<file path="src/rtl/vga_sram_pkg.sv">
// Shared definitions for the VGA framebuffer SRAM controller: access FSM
// states and the fixed timing constants of one SRAM access.
package vga_sram_pkg;

    typedef enum logic [1:0] {
        IDLE = 2'd0,
        PH1  = 2'd1,
        PH2  = 2'd2
    } state_t;

    // Every SRAM access takes PH1 then PH2.
    localparam int SRAM_PHASES  = 2;
    // Accept in cycle T returns readdatavalid in cycle T + READ_LATENCY.
    localparam int READ_LATENCY = SRAM_PHASES + 1;

endpackage

</file>
<file path="src/rtl/vga_sram_arb.sv">
// Two-port arbiter: the VGA prefetch port (pxl) wins by default, but after
// STARVE_LIMIT consecutive pxl grants against a waiting pro port the next
// slot is handed to pro.
module vga_sram_arb #(
    parameter int STARVE_LIMIT = 8
) (
    input  logic sys_clk,
    input  logic sys_rst_n,
    input  logic slot,
    input  logic pxl_req,
    input  logic pro_req,
    output logic grant_pxl,
    output logic grant_pro
);

    localparam int CW = $clog2(STARVE_LIMIT + 1);

    logic [CW-1:0] starve_cnt;
    logic          starved;

    assign starved = (starve_cnt >= CW'(STARVE_LIMIT));

    // Grant selection: pxl first unless pro has been starved long enough.
    always_comb begin
        // NOTE: every output gets a default first so no path leaves it unassigned and infers a latch.
        grant_pxl = 1'b0;
        grant_pro = 1'b0;
        if (pro_req && (starved || !pxl_req)) begin
            grant_pro = 1'b1;
        end else if (pxl_req) begin
            grant_pxl = 1'b1;
        end
    end

    // Starve counter: counts pxl wins while pro waits, cleared otherwise.
    always_ff @(posedge sys_clk or negedge sys_rst_n) begin
        // NOTE: sequential state uses <= so every flop samples pre-edge values regardless of block order.
        if (!sys_rst_n) begin
            starve_cnt <= '0;
        end else if (!pro_req) begin
            starve_cnt <= '0;
        end else if (slot && grant_pro) begin
            starve_cnt <= '0;
        end else if (slot && grant_pxl) begin
            starve_cnt <= starve_cnt + 1'b1;
        end
    end

endmodule

</file>
<file path="src/rtl/vga_framebuffer_sram.sv">
// Dual-port Avalon-MM front end to an asynchronous 16-bit SRAM. Each access
// runs IDLE/PH2 -> PH1 -> PH2 with all SRAM pins registered; reads return
// data a fixed three cycles after the accept on the originating port.
module vga_framebuffer_sram #(
    parameter int AVN_AW       = 19,
    parameter int AVN_DW       = 16,   // only 16 is supported
    parameter int STARVE_LIMIT = 8
) (
    input  logic                sys_clk,
    input  logic                sys_rst_n,

    input  logic                pro_avn_read,
    input  logic                pro_avn_write,
    input  logic [AVN_AW-1:0]   pro_avn_address,
    input  logic [AVN_DW-1:0]   pro_avn_writedata,
    input  logic [AVN_DW/8-1:0] pro_avn_byteenable,
    output logic [AVN_DW-1:0]   pro_avn_readdata,
    output logic                pro_avn_readdatavalid,
    output logic                pro_avn_waitrequest,

    input  logic                pxl_avn_read,
    input  logic                pxl_avn_write,
    input  logic [AVN_AW-1:0]   pxl_avn_address,
    input  logic [AVN_DW-1:0]   pxl_avn_writedata,
    input  logic [AVN_DW/8-1:0] pxl_avn_byteenable,
    output logic [AVN_DW-1:0]   pxl_avn_readdata,
    output logic                pxl_avn_readdatavalid,
    output logic                pxl_avn_waitrequest,

    output logic [AVN_AW-1:0]   sram_addr,
    input  logic [15:0]         sram_dq_in,
    output logic [15:0]         sram_dq_out,
    output logic                sram_dq_oe,
    output logic                sram_ce_n,
    output logic                sram_oe_n,
    output logic                sram_we_n,
    output logic                sram_lb_n,
    output logic                sram_ub_n
);

    import vga_sram_pkg::*;

    state_t              state;
    logic                slot;
    logic                pxl_req;
    logic                pro_req;
    logic                grant_pxl;
    logic                grant_pro;
    logic                accept;
    logic                sel_write;
    logic [AVN_AW-1:0]   sel_addr;
    logic [AVN_DW-1:0]   sel_wdata;
    logic [AVN_DW/8-1:0] sel_be;
    logic                cur_read;
    logic                cur_pro;

    // An accept slot exists in IDLE and PH2; gating with reset keeps both
    // waitrequests high while reset is held.
    assign slot    = sys_rst_n && ((state == IDLE) || (state == PH2));
    assign pxl_req = pxl_avn_read | pxl_avn_write;
    assign pro_req = pro_avn_read | pro_avn_write;
    assign accept  = slot && (grant_pxl || grant_pro);

    assign pxl_avn_waitrequest = !(slot && grant_pxl);
    assign pro_avn_waitrequest = !(slot && grant_pro);

    // Request fields of the granted port; write wins when read is also set.
    assign sel_write = grant_pro ? pro_avn_write      : pxl_avn_write;
    assign sel_addr  = grant_pro ? pro_avn_address    : pxl_avn_address;
    assign sel_wdata = grant_pro ? pro_avn_writedata  : pxl_avn_writedata;
    assign sel_be    = grant_pro ? pro_avn_byteenable : pxl_avn_byteenable;

    vga_sram_arb #(
        .STARVE_LIMIT (STARVE_LIMIT)
    ) u_arb (
        .sys_clk   (sys_clk),
        .sys_rst_n (sys_rst_n),
        .slot      (slot),
        .pxl_req   (pxl_req),
        .pro_req   (pro_req),
        .grant_pxl (grant_pxl),
        .grant_pro (grant_pro)
    );

    // Access FSM driving registered SRAM pins and the read-return path.
    always_ff @(posedge sys_clk or negedge sys_rst_n) begin
        if (!sys_rst_n) begin
            state                 <= IDLE;
            sram_addr             <= '0;
            sram_dq_out           <= '0;
            sram_dq_oe            <= 1'b0;
            sram_ce_n             <= 1'b1;
            sram_oe_n             <= 1'b1;
            sram_we_n             <= 1'b1;
            sram_lb_n             <= 1'b1;
            sram_ub_n             <= 1'b1;
            cur_read              <= 1'b0;
            cur_pro               <= 1'b0;
            pxl_avn_readdata      <= '0;
            pxl_avn_readdatavalid <= 1'b0;
            pro_avn_readdata      <= '0;
            pro_avn_readdatavalid <= 1'b0;
        end else begin
            pxl_avn_readdatavalid <= 1'b0;
            pro_avn_readdatavalid <= 1'b0;

            // End of PH2: the SRAM has driven the word for a full access.
            if (state == PH2 && cur_read) begin
                if (cur_pro) begin
                    pro_avn_readdata      <= sram_dq_in;
                    pro_avn_readdatavalid <= 1'b1;
                end else begin
                    pxl_avn_readdata      <= sram_dq_in;
                    pxl_avn_readdatavalid <= 1'b1;
                end
            end

            if (accept) begin
                state      <= PH1;
                sram_addr  <= sel_addr;
                sram_ce_n  <= 1'b0;
                sram_oe_n  <= sel_write;
                sram_we_n  <= !sel_write;
                sram_dq_oe <= sel_write;
                sram_lb_n  <= sel_write ? !sel_be[0] : 1'b0;
                sram_ub_n  <= sel_write ? !sel_be[1] : 1'b0;
                if (sel_write) begin
                    sram_dq_out <= sel_wdata;
                end
                cur_read   <= !sel_write;
                cur_pro    <= grant_pro;
            end else if (state == PH1) begin
                // Write strobe spans PH1 only; address and data hold in PH2.
                state     <= PH2;
                sram_we_n <= 1'b1;
            end else begin
                state      <= IDLE;
                sram_ce_n  <= 1'b1;
                sram_oe_n  <= 1'b1;
                sram_we_n  <= 1'b1;
                sram_lb_n  <= 1'b1;
                sram_ub_n  <= 1'b1;
                sram_dq_oe <= 1'b0;
            end
        end
    end

endmodule

</file>
<file path="config.mk">
export PLATFORM = sky130hd
export DESIGN_NAME = vga_framebuffer_sram
export DESIGN_NICKNAME = d
export VERILOG_FILES = /design/src/rtl/vga_sram_pkg.sv /design/src/rtl/vga_sram_arb.sv /design/src/rtl/vga_framebuffer_sram.sv
export SDC_FILE = /design/constraint.sdc
export NUM_CORES = 1
export LEC_CHECK = 0
export ABC_AREA = 0
export CAP_MARGIN = 20
export CORE_UTILIZATION = 44
export CTS_CLUSTER_SIZE = 25
export DETAILED_ROUTE_END_ITERATION = 16
export PLACE_DENSITY_LB_ADDON = 0.2
export SYNTH_ARGS = -nofsm -noshare
export SYNTH_HDL_FRONTEND = slang
export SYNTH_SLANG_ARGS = --single-unit
</file>
<file path="constraint.sdc">
create_clock -name sys_clk -period 2.85 [get_ports sys_clk]
set_input_delay 0.285 -clock sys_clk [delete_from_list [all_inputs] [get_ports sys_clk]]
set_output_delay 0.285 -clock sys_clk [all_outputs]
set_load 0.1 [all_outputs]
</file>
==> out/results.ini <==
[power_and_ir_drop]
peakVddDrop_v=0.000419
power.net_switching_mw=3.44
powerDensity_nw_per_um2=1140
fin_total_pwr_mw=6.28
p_int_mw=2.85
power_frac_seq_pct=27.2
power.leakage_nw=2.59
swShare_pct=54.7
comb_power_share_pct=57.7
pwr-share-clk_pct=15.2

[clock_tree]
cts_buffers=9
htreeDepth=3
root_buffer=clkbuf_8
post_cts_resized=0
post-cts-setup-buffers=0
cts.sinks=83
insertion_delay_ps=350
clk_pin_slew_worst_paths_ps=80
clock_path_buffers=2
cts_tree=built

[placed_design]
place_ws_ps=512
post-place-cells=574
gp_congestion=0.778
place_area_um2=5250
io_buffers=172
dp_hpwl_mm=6.38

[sta]
final.setup.worst_slack_ps=674
final.setup.tns_ps=0
max_slew_margin_pct=31.5
tightest_slew_ps=1030
holdWs_ps=327
setup_violations=0
hold_viol=0
rsz0062_at_grt=no
drv_slew=0
fin_crit_ps=2180
clock_skew_ps=10.4
max_freq_mhz=460
min_period_over_period_pct=76.3

[setup_path]
worstPathArrival_ps=1890
crit_required_ps=2570
startpoint_type=primary input
slowest_stage=dlygate4sd3_1
path_max_fanout=7
critPathKind=primary input to output pin
path_common_cell=buf_4
cpPeakStageDelay_ps=570
cp_cell_sequence=dlygate4sd3_1 -> buf_4 -> nand2b_1 -> or3_1 -> buf_4
endpoint_kind=output pin

[global_routing]
grt_pass1_vias=2971
grt.total_usage_pct=21.5
grt_max_degree=83
grt_first_pass_wirelength_mm=14.2
overflow=0
antenna_found_initial=0

[final_layout]
drive_gt1_share_pct=31.6
final_common_cell=clkdlybuf4s50_1
final_cells=592
insertedDiodeCount=0
fillers=625
fin_util_pct=70.3
finish.instance_area_um2=5520
nNetsFinal=583
layout_common_cells=94 x clkdlybuf4s50_1, 82 x buf_4, 78 x dfrtp_1
synthToLayoutAreaGrowth_pct=52.7

[floorplanning]
die_x_um=92.6
num_rows=32
ios=173
start_util_pct=46.0
die_h_um=92.6
dieArea_um2=8580
coreArea_um2=7850

[hold_path]
min_path_type=primary input to async pin

[flow_run]
cap_violations=0

[synthesis]
yosysWarnings=0
syn_avg_cell_area_um2=11.7
synthCells=310
yosysSeqAreaShare_pct=57.7
ys_types=32
synthesis.nets=408
synth_area_um2=3610
synth-seq-cells=83

[detailed_routing]
vias=2867
drt-pass1-iter-count=5
viasPerCell=4.84
drc=0
ant_nets=0
drt_iter0_drc=113
wire_per_inst_um=14.6
drt_wl_total_mm=8.63

[run_status]
outcome=completed

==> cells by family after synthesis <==
kind of cell / Yosys count / synth area share [%]
AND/OR/NAND/NOR: 97 / 11.2
flip-flops: 83 / 57.7
multiplexers: 67 / 21.0
AO/OA/AOI/OAI: 38 / 5.92
buffers and inverters: 23 / 3.57
adder cells (fa/ha/maj): 2 / 0.693
==> cell usage after synthesis, drive strengths merged <==
master,n,area share (%)
nor3,1,0.14
o21ai,5,0.69
buf,13,2.5
clkbuf,2,0.21
ha,2,0.69
nand3b,1,0.21
nor2b,1,0.17
nand4b,2,0.49
o21ba,1,0.28
nand2b,3,0.52
nor2,30,3.1
dfstp,5,3.6
nand3,3,0.42
a21o,2,0.42
mux2i,19,5.3
nor4bb,1,0.28
dfrtp,78,54
nand2,53,5.5
inv,7,0.73
clkinv,1,0.10
mux2,48,16
and3,1,0.17
or3,1,0.17
o21bai,1,0.21
o2111ai,2,0.49
a21oi,27,3.8
==> registers in the layout, summed over array words and instances, names as in the netlist <==
name	flops
cur_pro	1
cur_read	1
pro_avn_readdata	16
pro_avn_readdatavalid	1
pxl_avn_readdata	16
pxl_avn_readdatavalid	1
sram_addr	19
sram_ce_n	1
sram_dq_oe	1
sram_dq_out	16
sram_lb_n	1
sram_oe_n	1
sram_ub_n	1
sram_we_n	1
state	2
u_arb.starve_cnt	4
==> repair_timing <==
item                                    CTS  global route
endpoints found under the setup margin    0             0
hold buffers                              1             0
hold endpoints to repair                  1             0
==> power groups by stage <==
| stage | registers (mW) | logic [mW] | clock network [mW] |
|---|---|---|---|
| 2_1_floorplan | 4.10 | 0.411 | 0 |
| 3_3_place_gp | 1.72 | 3.60 | 0 |
| 3_5_place_dp | 1.74 | 3.63 | 0 |
| 4_1_cts | 1.71 | 3.64 | 0.981 |
| 5_1_grt | 1.76 | 3.74 | 1.04 |
| 6_report | 1.71 | 3.62 | 0.952 |
==> metal layers <==
metal	track usage (%)	up-vias	part of all wire (%)
li1	-	1388	-
met1	26.9	1371	41
met2	36.7	99	52
met3	4.52	9	5.7
met4	7.55	0	1.5
met5	0	-	0
==> cell type report <==
type | instances | area [um2] | area share [%]
Inverter | 8 | 30.0 | 0.544
Multi-Input combinational cell | 204 | 1430 | 26.0
Tap cell | 102 | 128 | 2.31
Sequential cell | 83 | 2080 | 37.8
Timing Repair Buffer | 179 | 1610 | 29.3
Clock buffer | 13 | 159 | 2.88
Clock inverter | 3 | 68.8 | 1.25
==> final timing paths <==
kind	from	end	slack [ps]	depth (start not counted)
worst max-delay path	sys_rst_n	pro_avn_waitrequest	670	5
worst min-delay path	sys_rst_n	u_arb.starve_cnt[1]	330	2
worst max register to register	state[0]	sram_addr[6]	860	4
worst min register to register	pro_avn_readdata[2]	pro_avn_readdata[2]	490	2
max in group asynchronous	sys_rst_n	sram_ub_n	1610	4
min in group sys_clk	pro_avn_readdata[2]	pro_avn_readdata[2]	490	2
==> critical path, delay by kind of cell <==
family                 cells  cell delay [ps]
buffers and inverters      3              970
AND/OR/NAND/NOR            2              630
Note: power is estimated with default switching activity, not from simulation.
==> RTL change: new RTL, same flow settings <==
`STARVE_LIMIT` is set to 8 in 2 places; all go to 16.
--- a/src/rtl/vga_sram_arb.sv
+++ b/src/rtl/vga_sram_arb.sv
@@ -2,7 +2,7 @@
 // STARVE_LIMIT consecutive pxl grants against a waiting pro port the next
 // slot is handed to pro.
 module vga_sram_arb #(
-    parameter int STARVE_LIMIT = 8
+    parameter int STARVE_LIMIT = 16
 ) (
     input  logic sys_clk,
     input  logic sys_rst_n,
--- a/src/rtl/vga_framebuffer_sram.sv
+++ b/src/rtl/vga_framebuffer_sram.sv
@@ -4,7 +4,7 @@
 module vga_framebuffer_sram #(
     parameter int AVN_AW       = 19,
     parameter int AVN_DW       = 16,   // only 16 is supported
-    parameter int STARVE_LIMIT = 8
+    parameter int STARVE_LIMIT = 16
 ) (
     input  logic                sys_clk,
     input  logic                sys_rst_n,
Check against the original RTL: no difference found for any inputs over 10 cycles, from zero or initial values and one cycle with sys_rst_n low; that may be too few to reach the edited logic, so the function may still have changed.
==> RTL change against the original RTL <==
The run now ends with negative hold slack left. Count of clock-buffer cells in the layout fell by 4. Area after synthesis rose by 5.9%. Total power fell by 3.9%. Maximum frequency shrank 4.6%. Design area increased by 2.5%. Sequential cell count is 1 higher. Clock power is 7.6% lower. Synthesized cell count decreased by 8.4%. Worst setup slack got worse by 0.11 ns. Wire length is 1.7% lower. Largest cell class unchanged. Largest power group unchanged.
==> RTL change: results <==
group,metric,value,unit
placed_design,gp_congestion,0.7366,
cts,root_buffer,"clkbuf_8",
placed_design,dp_slack,0.3323,ns
global_routing,track_usage,0.1902,
synthesis,syn-mean-instance-area,13.46,µm²
worst_setup_path,worst_path_largest_cell_delay,0.75,ns
finish,drive_above_1_share,0.3685,
power,leakagePower,0.002711,µW
status,violations,"negative hold slack",
placed_design,hpwl,6157,µm
placed_design,port_buffers,172,
finish,antenna_cells,0,
global_routing,grt_pass1_vias,2749,
cts,cts_htree_levels,3,
placed_design,placed_cells_incl_taps,552,
cts,clk_pin_slew,0.10,ns
cts,numCtsBuffers,9,
worst_setup_path,crit_fanout,24,
timing,hold_slack,-0.008432,ns
placed_design,placed_cell_area,5421,µm²
finish,largest_register,"sram_addr",
route,drt_pass1_iterations,4,
synthesis,synth_commonest_cells,"dfrtp_1 (79), mux2_4 (35), nand2_1 (29), mux2_2 (27), o21ai_0 (24)",
finish,largest_reg_flops,19,
synthesis,syn_nets,382,
route,finalWirelength,8479,µm
global_routing,antenna_found_initial,0,
finish,layout.nets,557,
synthesis,synthArstFlopShare,1.000,
cts,postCtsResizedCells,0,
synthesis,synth.area.top_cells,"dfrtp_1 (52%), mux2_4 (14%), mux2_2 (8.0%)",
cts,clock_path_buffers,2,
route,vias,2800,
cts,cts_setup_buffers,0,
synthesis,netlist-cell-type-count,31,
power,ir_drop,545.9,µV
timing,hold_viol,1,
global_routing,grt_pass1_wl,13230,µm
finish,fin_area,5655,µm²
finish,fill_cells,623,
worst_setup_path,cp_top_family,"compound AO/OA/AOI/OAI gates",
synthesis,ys_warn_count,0,
route,viasPerCell,4.921,
cts,clk_latency,0.34,ns
worst_setup_path,worstRegToRegCells,5,
global_routing,grt_start_max_net_pins,85,
status,status,"finished with violations",
timing,worst_slew_pin_slew,0.9071,ns
synthesis,ys_seq_area_frac,0.5514,
timing,skew,0.01142,ns
worst_setup_path,cp.arrival,2.00,ns
worst_hold_path,hold_path_class,"primary input to async pin",
route,drt_iter0_markers,48,
worst_setup_path,critical-path-slowest-cell,"o21ai_4",
==> RTL change: logic make-up (layout without fill, tap and decap cells) <==
| group | after synthesis | in the layout | share of synthesized area |
|---|---|---|---|
| DFF | 84 | 84 | 0.5514 |
| AOI/OAI and AO/OA | 36 | 36 | 0.05563 |
| buffers and inverters | 20 | 200 | 0.03599 |
| adders and majority gates | 2 | 2 | 0.006543 |
| muxes | 85 | 85 | 0.2785 |
| and+or+nand+nor | 57 | 57 | 0.07199 |
==> RTL change: per-layer routing <==
metal	up-vias	GRT usage	share of wire
met5	-	0	0
met4	0	0.06818	0.014
met3	9	0.03828	0.061
met2	93	0.3167	0.50
met1	1361	0.2452	0.42
li1	1337	-	-
==> RTL change: worst paths after layout <==
| path | start | slack, ns | endpoint |
|---|---|---|---|
| hold / removal | sys_rst_n | -0.008 | sram_addr[17]$_DFFE_PN0N_ |
| setup reg to reg | u_arb.starve_cnt[4]$_DFFE_PN0P_ | 0.95 | sram_addr[15]$_DFFE_PN0N_ |
| min in group sys_clk | sys_rst_n | 0.44 | u_arb.starve_cnt[1]$_DFFE_PN0P_ |
| max in group asynchronous | sys_rst_n | 2.21 | sram_we_n$_DFF_PN1_ |
| hold reg to reg | sram_addr[2]$_DFFE_PN0N_ | 0.48 | sram_addr[2]$_DFFE_PN0N_ |
| setup / recovery | pro_avn_write | 0.57 | pro_avn_waitrequest |
==> RTL change: cell type report <==
class | instances | share of cell area
clock buffers | 9 | 0.02190
flip-flops and latches | 84 | 0.3728
clock inverters | 7 | 0.01460
repair buffers | 176 | 0.2832
inverters | 8 | 0.005310
well taps | 105 | 0.02323
multi-input cells | 180 | 0.2790
==> RTL change: power breakdown <==
group	switching [µW]	internal, µW	total, µW
clock	458	422	880
sequential	171	1510	1680
combinational	2660	822	3480
